**src/rtl/adder_chk_pkg.sv**
```systemverilog
// Shared types and constants for the adder stimulus/checker block.
package adder_chk_pkg;

   typedef enum logic [2:0] {
      ST_IDLE,
      ST_DRIVE,
      ST_SETTLE,
      ST_CHECK,
      ST_DONE
   } state_t;

   localparam logic [15:0] LFSR_SEED = 16'hACE1;
   // Feedback taps at bits 15, 13, 12 and 10.
   localparam logic [15:0] LFSR_TAPS = 16'hB400;
   localparam logic [7:0]  ERR_MAX   = 8'hFF;

   function automatic logic lfsr_feedback(input logic [15:0] value);
      return ^(value & LFSR_TAPS);
   endfunction

endpackage

```
**src/rtl/lfsr16.sv**
```systemverilog
// 16-bit Fibonacci LFSR operand source: seed load, advance enable, parallel output.
module lfsr16
   import adder_chk_pkg::*;
(
   input  logic        clk,
   input  logic        rst,
   input  logic        load,
   input  logic        adv,
   output logic [15:0] value
);

   always_ff @(posedge clk) begin
      if (rst || load) begin
         value <= LFSR_SEED;
      end else if (adv) begin
         value <= {value[14:0], lfsr_feedback(value)};
      end
   end

endmodule

```
**config.mk**
```make
export PLATFORM = sky130hd
export DESIGN_NAME = lfsr16
export DESIGN_NICKNAME = d
export VERILOG_FILES = /design/src/rtl/adder_chk_pkg.sv /design/src/rtl/lfsr16.sv
export SDC_FILE = /design/constraint.sdc
export NUM_CORES = 1
export LEC_CHECK = 0
export ABC_AREA = 1
export BUFFER_PORTS_ARGS = -buffer_cell sky130_fd_sc_hd__buf_2
export CAP_MARGIN = 20
export CORE_MARGIN = 4
export CORE_UTILIZATION = 43
export DETAILED_ROUTE_END_ITERATION = 8
export HOLD_SLACK_MARGIN = 0.15
export PLACE_DENSITY_LB_ADDON = 0.08
export SETUP_SLACK_MARGIN = 0.05
export SLEW_MARGIN = 20
export SYNTH_ARGS = -nofsm -noshare
export SYNTH_HDL_FRONTEND = slang
export SYNTH_SLANG_ARGS = --single-unit
```
**constraint.sdc**
```tcl
create_clock -name clk -period 0.8 [get_ports clk]
set_input_delay 0.12 -clock clk [delete_from_list [all_inputs] [get_ports clk]]
set_output_delay 0.12 -clock clk [all_outputs]
set_load 0.05 [all_outputs]
```
=== After elaboration in Yosys (flattened, before gate mapping) ===
Cells that the tools add are included.

* Input port bits: 4
* Output and inout bits: 16
* Register bits: 16

* Reduce and logical (&&, ||, !) cells: 2

{| class="wikitable"
|+ Operators with widths
! cell !! count
|-
| 16-bit XOR reduction || 1
|-
| 1-bit logical OR || 1
|}

=== Depth between registers and ports, before layout ===
Gate-level depths: netlist of run 1.

* Depth after elaboration: 1
* Depth in mapped cells: 6

=== Worst setup path before layout of run 1 ===
OpenSTA, ideal clock, no wires.

* Path type: register to register
* From: reg value[13]
* To: reg value[0]
* Library setup time: 0.060 ns
* Path slack: -0.368 ns
* Data arrival time: 1.108 ns
* Cell stages (with the launch flop): 7
* Required time: 0.740 ns
* Buffers on the path: 0
* Path through: dfxtp_1 -> inv_1 -> nand2_1 -> nand2_1 -> nand2_1 -> nand3_1 -> nand2_1

* Cells in the longest elaborated chain, start to end: 1

{| class="wikitable"
|+ RTL lines
! item !! RTL line !! RTL
|-
| start: declaration || lfsr16.sv:9 || <nowiki>output logic [15:0] value</nowiki>
|-
| start signal: assignment || lfsr16.sv:16 || <nowiki>value <= {value[14:0], lfsr_feedback(value)};</nowiki>
|-
| 16-bit XOR reduction || adder_chk_pkg.sv:18 || <nowiki>return ^(value & LFSR_TAPS);</nowiki>
|}

Every way passes these cells.
A chain may end at the register's enable or synchronous reset.

=== Worst setup path after layout of run 1 ===
Ends and elaborated chain as after synthesis.

==> results by group, run 1 <==
GRT
  • Total track usage: 0.186
  • Largest net degree at the start of global routing: 17
  • Initial antenna violation count: 0
  • GRT overflow: 0
  • Number of global-route vias before repair: approximately 700
  • First-pass GRT wire length: 2.96 mm

Run
  • Max-Cap Viols: 0

Yosys
  • Seq/Total Area, Yosys: 0.486
  • Synth Net Count: 87
  • Synth Area per Inst: a little under 8 um^2
  • Mapped Area: 659 um^2
  • Yosys reg bits: 16
  • Simple-Gate Fraction of Synth Area: 0.250
  • Largest family of logic cells by synthesized area: simple AND/OR/NAND/NOR gates
  • Mux share of post-synthesis cell area: 0
  • Mapped Cells: 83
  • Fraction of synthesized cell area in xor and xnor cells: 0
  • Yosys cell types: 13
  • Compound-gate portion of the synthesized area: 0.152
  • Total of warnings raised by yosys: 0
  • Post-Synth Adder-Cell Area: 0

Worst setup path
  • Reg2reg path depth: 6
  • Buf+Inv Stages, Crit Path: 1
  • CP Launch Type: flip-flop
  • R2r setup slk: -0.15 ns
  • CP peak stage delay: approximately 0.38 ns
  • WP depth: 6
  • CP Capture Type: flip-flop
  • Most used cell, CP: nand2_1
  • Cell Chain, Critical Path: inv_1, nand2_1, nand2_1, nand2_1, nand3_1, nand2_1
  • Crit-path max FO: 4
  • CP required: ~1 ns
  • Top delay family on crit path: flip-flops
  • Crit path DAT: 1.14 ns
  • Critical path's slowest cell: dfxtp_4
  • WS Path Type: reg -> reg

Detailed routing
  • Vias: 722
  • DR DRC count: 0
  • Post-route antenna net violation count: 0
  • First-pass detailed-route iteration total: 4
  • DRT iter0 DRCs: 7
  • DR vias/cell: 5.27
  • Final Routed Wirelength: 2.02 mm
  • Routed len/inst: roughly 15 um

Layout
  • Nets: ~130
  • Max reg flops: 16
  • Commonest non-fill, non-tap cells in the layout: nand2_1, buf_8, buf_4, nand2_2
  • N_diodes: 0
  • Layout Utilization: 0.886
  • Share of layout cells above drive strength 1: 0.680
  • Largest Register: value
  • Biggest regs: value x16
  • Commonest non-fill, non-tap cell in the layout: nand2_1
  • Area delta synth->final: 83.7%

Placement
  • HPWL Detailed: 947 um
  • Setup WS pre-CTS: -0.161 ns
  • Final Wtd Congestion: roughly 0.73
  • IO Port Bufs: 19

Floorplan
  • CORE AREA: 1370 um^2
  • I/O pin cnt: 20
  • Die X: 47.2 um
  • DIE AREA: 2220 um^2
  • Rows: 13
  • Die Span Y: between 40 and 50 um
  • Starting Density: 0.483

STA
  • Final Setup Violations: 18
  • Fin. max-slew vios: 0
  • Achievable Freq: 1050 MHz
  • Fin crit period: 0.953 ns
  • WHS: 0.189 ns
  • Setup tns final: -2.11 ns
  • Worst slew margin: 0.785
  • Final Hold Fails: 0
  • Fin crit share: 1.19
  • Clock Skews: 0.00255 ns
  • Setup WS post-layout: -0.153 ns
  • Worst slew pin tran: 0.322 ns
  • RSZ-0062 raised after global routing: yes

Clock tree
  • CTS tree: yes
  • Clock slew at reported path FFs: 0.10 ns
  • Clock sink count: 16
  • Clock latency on the worst-skew pair: about 0.28 ns
  • Clock root buffer: clkbuf_4
  • Num CTS Buffers: 3
  • Cts hold-fix bufs: 0
  • Clock Path Buffers: 2
  • # H-tree levels: 1

Status
  • Status: complete, but fails checks
  • Failing checks: setup timing

Power and ir drop
  • Total power: 1.82 mW
  • Pwr/cell area: between 1500 and 2000 nW/um^2
  • LEAKAGE: 0.534 nW
  • Max IR drop VDD: 1630 uV

Worst hold path
  • Hold depth: 3
  • Min-delay worst type: in -> reg
through the flow:
step | cell area [um^2] | cells
global route | 1210 | 137
floorplan | 693 | 83
global placement | 813 | 119
detailed placement | 813 | 119
CTS | 1110 | 134
finish | 1210 | 137
path summary, 6_finish.rpt:
check,from,to
worst max-delay path,value[13]$_SDFFE_PP1P_,value[0]$_SDFFE_PP1P_
worst max register to register,value[13]$_SDFFE_PP1P_,value[0]$_SDFFE_PP1P_
worst min register to register,value[3]$_SDFFE_PP0P_,value[3]$_SDFFE_PP0P_
worst min-delay path,adv,value[14]$_SDFFE_PP0P_
kinds of logic (layout without fill, tap and decap cells):
logic type      after synthesis  after routing
simple gates                 42             42
flops                        16             16
buf+inv                      10             49
compound gates               15             15
power by group:
group / total [mW] / internal [mW] / switching, mW
sequential: 0.847 / 0.813 / 0.0341
clock: 0.553 / 0.277 / 0.276
combinational: 0.420 / 0.180 / 0.240
area by class of cell:
type	count	area [um^2]
clock buffer	4	36.3
fill	61	155
timing repair buffer	39	435
inverter	6	37.5
multi-input combinational	57	323
tap	15	18.8
sequential	16	360
cells in the mapped netlist (all sizes together):
cell type  count  area (um^2)
nand2         37          139
dfxtp         16          320
a21oi          9         52.6
inv            5         18.8
buf            4         38.8
nand3          4         20.0
o211ai         4         30.0
o21ai          2         17.5
clkinv         1         16.3
or2            1         6.26
timing repair:
item | 4_1_cts | 5_1_grt
endpoints found under the setup margin | 21 | 30
gates resized for setup | 58 | 22
buffers inserted | 11 | 3
pin swaps | 5 | 9
metal layers:
metal  GRT usage  up-vias  share of wire
li1            -      347              -
met1       0.219      336           0.40
met2       0.328       30           0.52
met3      0.0345        9          0.058
met4      0.0773        0          0.026
met5           0        -              0
tightest hold or removal path, cell delays in order:
cell     delay (ns)
buf_2          0.10
buf_4          0.16
a21oi_2        0.06
No activity file was read; power rests on OpenSTA's default activity.
==> run 2, diff against run 1 <==
==> constraint.sdc (replaced) <==
create_clock -name clk -period 0.8 [get_ports clk]
set_input_delay 0.16 -clock clk [delete_from_list [all_inputs] [get_ports clk]]
set_output_delay 0.16 -clock clk [all_outputs]
set_load 0.05 [all_outputs]
==> results by group, run 2 (synthesis results as in run 1) <==
Worst setup path
  • WS Path Type: reg -> out (was reg -> reg)
  • Critical path's slowest cell: dfxtp_4 (unchanged)
  • Cell Chain, Critical Path: buf_8 (was inv_1, nand2_1, nand2_1, nand2_1, nand3_1, nand2_1)
  • CP Launch Type: flip-flop (unchanged)
  • Top delay family on crit path: flip-flops (unchanged)
  • Buf+Inv Stages, Crit Path: 1 (unchanged)
  • CP peak stage delay: 0.39 ns (was 0.38 ns)
  • CP required: 0.64 ns (was 0.98 ns)
  • Crit path DAT: 0.83 ns (was 1.14 ns)
  • CP Capture Type: primary output (was flip-flop)
  • Crit-path max FO: 4 (unchanged)

STA
  • Setup tns final: -2.65 ns (was -2.11 ns)
  • Worst slew pin tran: 0.522 ns (was 0.322 ns)
  • Setup WS post-layout: -0.185 ns (was -0.153 ns)
  • Fin crit share: 1.23 (was 1.19)
  • Final Setup Violations: 20 (was 18)
  • Fin. max-slew vios: 0 (unchanged)
  • Final Hold Fails: 0 (unchanged)
  • Achievable Freq: 1020 MHz (was 1050 MHz)
  • Fin crit period: 0.985 ns (was 0.953 ns)
  • Clock Skews: 0.00710 ns (was 0.00255 ns)
  • RSZ-0062 raised after global routing: yes (unchanged)
  • Worst slew margin: 0.652 (was 0.785)

Detailed routing
  • Final Routed Wirelength: 1.73 mm (was 2.02 mm)
  • Post-route antenna net violation count: 0 (unchanged)
  • Routed len/inst: 12.9 um (was 14.7 um)
  • Vias: 665 (was 722)
  • First-pass detailed-route iteration total: 4 (unchanged)
  • DR vias/cell: 4.96 (was 5.27)
  • DR DRC count: 0 (unchanged)
  • DRT iter0 DRCs: 9 (was 7)

Clock tree
  • Clock sink count: 16 (unchanged)
  • Clock latency on the worst-skew pair: 0.28 ns (about the same)
  • Clock Path Buffers: 2 (unchanged)
  • Cts hold-fix bufs: 0 (unchanged)
  • Clock slew at reported path FFs: 0.09 ns (was 0.10 ns)
  • # H-tree levels: 1 (unchanged)
  • CTS tree: yes (unchanged)
  • Clock root buffer: clkbuf_4 (unchanged)
  • Num CTS Buffers: 3 (unchanged)

Layout
  • Biggest regs: value x16 (unchanged)
  • Fill cells: 73 (was 61)
  • Non-Filler Instances: 134 (was 137)
  • N_diodes: 0 (unchanged)
  • Area delta synth->final: 79.3% (was 83.7%)
  • Commonest non-fill, non-tap cell in the layout: nand2_1 (unchanged)
  • Nets: 124 (was 127)
  • Largest Register: value (unchanged)
  • Share of layout cells above drive strength 1: 0.655 (was 0.680)
  • Commonest non-fill, non-tap cells in the layout: nand2_1, buf_8, dfxtp_4, buf_4, buf_6 (was nand2_1, buf_8, buf_4, nand2_2)
  • Max reg flops: 16 (unchanged)

Floorplan
  • Rows: 13 (unchanged)
  • Starting Density: 0.483 (unchanged)
  • CORE AREA: 1370 um^2 (unchanged)
  • I/O pin cnt: 20 (unchanged)
  • Die Span Y: 47.2 um (unchanged)
  • Die X: 47.2 um (unchanged)
  • DIE AREA: 2220 um^2 (unchanged)

Placement
  • HPWL Detailed: 921 um (was 947 um)
  • Final Wtd Congestion: 0.668 (was 0.726)
  • Setup WS pre-CTS: -0.202 ns (was -0.161 ns)
  • IO Port Bufs: 19 (unchanged)
  • Placed cell count: 118 (was 119)

Power and ir drop
  • Pint: 1.16 mW (was 1.27 mW)
  • Switching Fraction: 0.301 (was 0.302)
  • LEAKAGE: 0.524 nW (was 0.534 nW)
  • Max IR drop VDD: 1330 uV (was 1630 uV)
  • Comb pwr share: 0.234 (was 0.231)
  • Pwr/cell area: 1410 nW/um^2 (was 1500 nW/um^2)
  • Sequential power share: 0.504 (was 0.466)
  • Net switching power: 501 uW (was 550 uW)
  • Clock Power Share: 0.261 (was 0.304)

GRT
  • GRT overflow: 0 (unchanged)
  • Number of global-route vias before repair: 644 (was 699)
  • Largest net degree at the start of global routing: 17 (unchanged)
  • First-pass GRT wire length: 2.77 mm (was 2.96 mm)
  • Total track usage: 0.183 (was 0.186)
  • Initial antenna violation count: 0 (unchanged)

Run
  • Max-Cap Viols: 0 (unchanged)

Worst hold path
  • Min-delay worst type: in -> reg (unchanged)

Status
  • Status: complete, but fails checks (unchanged)
  • Failing checks: setup timing (unchanged)
-- run 2: cell count changes in the layout (fill, tap and decap cells not counted), moves of 2 or more --
| cell | change |
|---|---|
| o21ai_4 | -2 |
| nand2_4 | +2 |
| nand2_1 | +2 |
| o21ai_2 | +2 |
| buf_4 | -2 |
| nand2_2 | -4 |
| dfxtp_2 | -3 |
| dfxtp_4 | +3 |
| inv_4 | +2 |
-- run 2: layout make-up --
class / count / area, um^2 / share of cell area
clock buffers: 4 / 26.3 / 0.0222
multi-input cells: 57 / 318 / 0.269
flip-flops and latches: 16 / 368 / 0.311
well taps: 15 / 18.8 / 0.0159
repair buffers: 36 / 409 / 0.346
inverters: 6 / 42.5 / 0.0360
-- run 2: worst paths after layout --
kind,from,to,slack [ns],depth (start not counted)
max,value[10]$_SDFFE_PP1P_,value[10],-0.19,1
max reg2reg,value[13]$_SDFFE_PP1P_,value[0]$_SDFFE_PP1P_,-0.13,7
min reg2reg,value[8]$_SDFFE_PP0P_,value[8]$_SDFFE_PP0P_,0.52,2
min,adv,value[14]$_SDFFE_PP0P_,0.27,3
-- run 2: power by group through the flow --
stage	logic (mW)	clock network [mW]	registers (mW)
finish	0.390	0.434	0.839
global route	0.415	0.490	0.844
CTS	0.359	0.455	0.836
detailed placement	0.267	0	0.850
global placement	0.266	0	0.848
floorplan	0.116	0	0.948
-- run 2: stage by stage --
step	area, um^2	hold WS (ns)	power (mW)	util
6_report	1180	0.274	1.66	0.865
3_5_place_dp	817	0.463	1.12	0.598
3_3_place_gp	817	0.461	1.11	0.598
5_1_grt	1180	0.280	1.75	0.865
4_1_cts	1100	0.246	1.65	0.807
2_1_floorplan	704	0.412	1.06	-
-- run 2: layer usage --
layer  global-route usage  vias up  routed length, um
met5                    0        -                  0
met2                0.317       16                920
met1                0.207      309                707
li1                     -      335                  -
met4                0.116        0                 46
met3               0.0268        5                 60
-- run 2: repair_timing --
action	4_1_cts	5_1_grt
setup endpoints to repair	21	29
endpoints found under the hold margin	0	0
pin swaps	4	11
buffers inserted	11	1
resized for setup	55	22
==> run 3, diff against run 2 <==
- CAP_MARGIN: 20 -> 5
- CORE_MARGIN: 4 -> 2
==> results by group, run 3 (synthesis results as in run 1) <==
Status
  • Failing checks: setup timing (unchanged)
  • Status: complete, but fails checks (unchanged)

GRT
  • Largest net degree at the start of global routing: 17 (unchanged)
  • Number of global-route vias before repair: 694 (was 644)
  • GRT overflow: 0 (unchanged)
  • Total track usage: 0.190 (was 0.183)
  • First-pass GRT wire length: 2.70 mm (was 2.77 mm)
  • Initial antenna violation count: 0 (unchanged)

Clock tree
  • Clock slew at reported path FFs: 0.09 ns (about the same)
  • Clock Path Buffers: 2 (unchanged)
  • CTS tree: yes (unchanged)
  • Clock root buffer: clkbuf_4 (unchanged)
  • Clock latency on the worst-skew pair: 0.28 ns (about the same)
  • # H-tree levels: 1 (unchanged)
  • Num CTS Buffers: 3 (unchanged)
  • Clock sink count: 16 (unchanged)

Worst setup path
  • Critical Path Source: value[6]$_SDFFE_PP1P_ (was value[10]$_SDFFE_PP1P_)
  • CP Launch Type: flip-flop (unchanged)
  • CP peak stage delay: 0.37 ns (was 0.39 ns)
  • CP Capture Type: primary output (unchanged)
  • Crit-path max FO: 3 (was 4)
  • RR Endpoint: value[0]$_SDFFE_PP1P_ (unchanged)
  • Cell Chain, Critical Path: buf_8 (unchanged)
  • Crit path DAT: 0.81 ns (was 0.83 ns)
  • Top delay family on crit path: flip-flops (unchanged)
  • WP depth: 1 (unchanged)
  • Reg-to-reg startpoint: value[12]$_SDFFE_PP0P_ (was value[13]$_SDFFE_PP1P_)
  • Buf+Inv Stages, Crit Path: 1 (unchanged)
  • Reg2reg path depth: 7 (unchanged)
  • CP required: 0.64 ns (about the same)
  • WS Path Type: reg -> out (unchanged)
  • R2r setup slk: -0.10 ns (was -0.13 ns)
  • Critical path's slowest cell: dfxtp_2 (was dfxtp_4)

Worst hold path
  • Min-delay worst type: in -> reg (unchanged)
  • HP Start: adv (unchanged)
  • WHS Endpoint: value[14]$_SDFFE_PP0P_ (unchanged)
  • Hold depth: 3 (unchanged)

Detailed routing
  • DR DRC count: 0 (unchanged)
  • Routed len/inst: 11.3 um (was 12.9 um)
  • DR vias/cell: 4.84 (was 4.96)
  • DRT iter0 DRCs: 12 (was 9)
  • Post-route antenna net violation count: 0 (unchanged)
  • Final Routed Wirelength: 1.56 mm (was 1.73 mm)
  • Vias: 673 (was 665)
  • First-pass detailed-route iteration total: 4 (unchanged)

STA
  • Worst slew pin tran: 0.290 ns (was 0.522 ns)
  • Achievable Freq: 1040 MHz (was 1020 MHz)
  • Worst slew margin: 0.806 (was 0.652)
  • Fin. max-slew vios: 0 (unchanged)
  • Setup tns final: -2.53 ns (was -2.65 ns)
  • Final Hold Fails: 0 (unchanged)
  • Final Setup Violations: 18 (was 20)
  • WHS: 0.245 ns (was 0.274 ns)
  • Setup WS post-layout: -0.166 ns (was -0.185 ns)
  • RSZ-0062 raised after global routing: yes (unchanged)
  • Clock Skews: 0.00138 ns (was 0.00710 ns)
  • Fin crit share: 1.21 (was 1.23)
  • Fin crit period: 0.966 ns (was 0.985 ns)

Placement
  • Final Wtd Congestion: 0.722 (was 0.668)
  • IO Port Bufs: 19 (unchanged)
  • HPWL Detailed: 942 um (was 921 um)
  • Placed cell count: 121 (was 118)
  • Setup WS pre-CTS: -0.180 ns (was -0.202 ns)
  • DP Area: 833 um^2 (was 817 um^2)

Layout
  • Largest Register: value (unchanged)
  • Commonest non-fill, non-tap cells in the layout: nand2_1, buf_8, buf_4, dfxtp_4 (was nand2_1, buf_8, dfxtp_4, buf_4, buf_6)
  • Fill cells: 98 (was 73)
  • Commonest non-fill, non-tap cell in the layout: nand2_1 (unchanged)
  • Layout Utilization: 0.810 (was 0.865)
  • Non-Filler Instances: 139 (was 134)
  • Area delta synth->final: 80.6% (was 79.3%)
  • Share of layout cells above drive strength 1: 0.642 (was 0.655)
  • N_diodes: 0 (unchanged)
  • Nets: 128 (was 124)
  • Design Area, Final: 1190 um^2 (was 1180 um^2)
  • Biggest regs: value x16 (unchanged)
  • Max reg flops: 16 (unchanged)

Floorplan
  • CORE AREA: 1470 um^2 (was 1370 um^2)
  • Die X: 43.2 um (was 47.2 um)
  • DIE AREA: 1860 um^2 (was 2220 um^2)
  • I/O pin cnt: 20 (unchanged)
  • Die Span Y: 43.2 um (was 47.2 um)
  • Rows: 14 (was 13)
  • Starting Density: 0.448 (was 0.483)

Power and ir drop
  • Total power: 1.76 mW (was 1.66 mW)
  • Comb pwr share: 0.225 (was 0.234)
  • Clock Power Share: 0.299 (was 0.261)
  • Max IR drop VDD: 1170 uV (was 1330 uV)
  • Switching Fraction: 0.286 (was 0.301)
  • LEAKAGE: 0.539 nW (was 0.524 nW)
  • Pint: 1.26 mW (was 1.16 mW)
  • Pwr/cell area: 1480 nW/um^2 (was 1410 nW/um^2)
  • Net switching power: 504 uW (was 501 uW)
  • Sequential power share: 0.475 (was 0.504)

Run
  • Max-Cap Viols: 0 (unchanged)
[run 3: cell types whose count changed in the layout (fill, tap and decap cells not counted), moves of 2 or more]
| cell | change |
|---|---|
| nand2_4 | -2 |
| inv_4 | -3 |
| nand2_1 | +2 |
| buf_4 | +5 |
[run 3: how the worst max path moves through the flow]
| stage | to |
|---|---|
| floorplan | value[0]$_SDFFE_PP1P_ |
| global placement | value[0]$_SDFFE_PP1P_ |
| detailed placement | value[12]$_SDFFE_PP0P_ |
| CTS | value[13] |
| global route | value[10] |
| finish | value[6] |
[run 3: timing repair]
| item | in CTS | in global routing |
|---|---|---|
| resized for setup | 52 | 16 |
| hold buffers | 0 | 0 |
| endpoints found under the setup margin | 21 | 28 |
| buffers inserted | 12 | 2 |
| pin swaps | 3 | 13 |
[run 3: final cells by class]
| cell class | instances | area (um^2) | area share |
|---|---|---|---|
| timing repair buffer | 40 | 435 | 0.366 |
| sequential | 16 | 365 | 0.307 |
| multi-input combinational | 57 | 294 | 0.247 |
| inverter | 6 | 40.0 | 0.0336 |
| clock buffer | 4 | 36.3 | 0.0305 |
| tap | 16 | 20.0 | 0.0168 |
[run 3: power by group through the flow]
| stage | logic [mW] | registers (mW) | clock network [mW] |
|---|---|---|---|
| floorplan | 0.116 | 0.948 | 0 |
| global placement | 0.274 | 0.848 | 0 |
| detailed placement | 0.276 | 0.849 | 0 |
| CTS | 0.377 | 0.836 | 0.547 |
| global route | 0.424 | 0.842 | 0.563 |
| finish | 0.397 | 0.838 | 0.528 |
[run 3: routing by layer]
| metal | global-route usage | share of wire |
|---|---|---|
| met1 | 0.232 | 0.46 |
| met2 | 0.334 | 0.50 |
| met3 | 0.0255 | 0.036 |
| met5 | 0 | 0 |
| met4 | 0.0727 | 0.0058 |
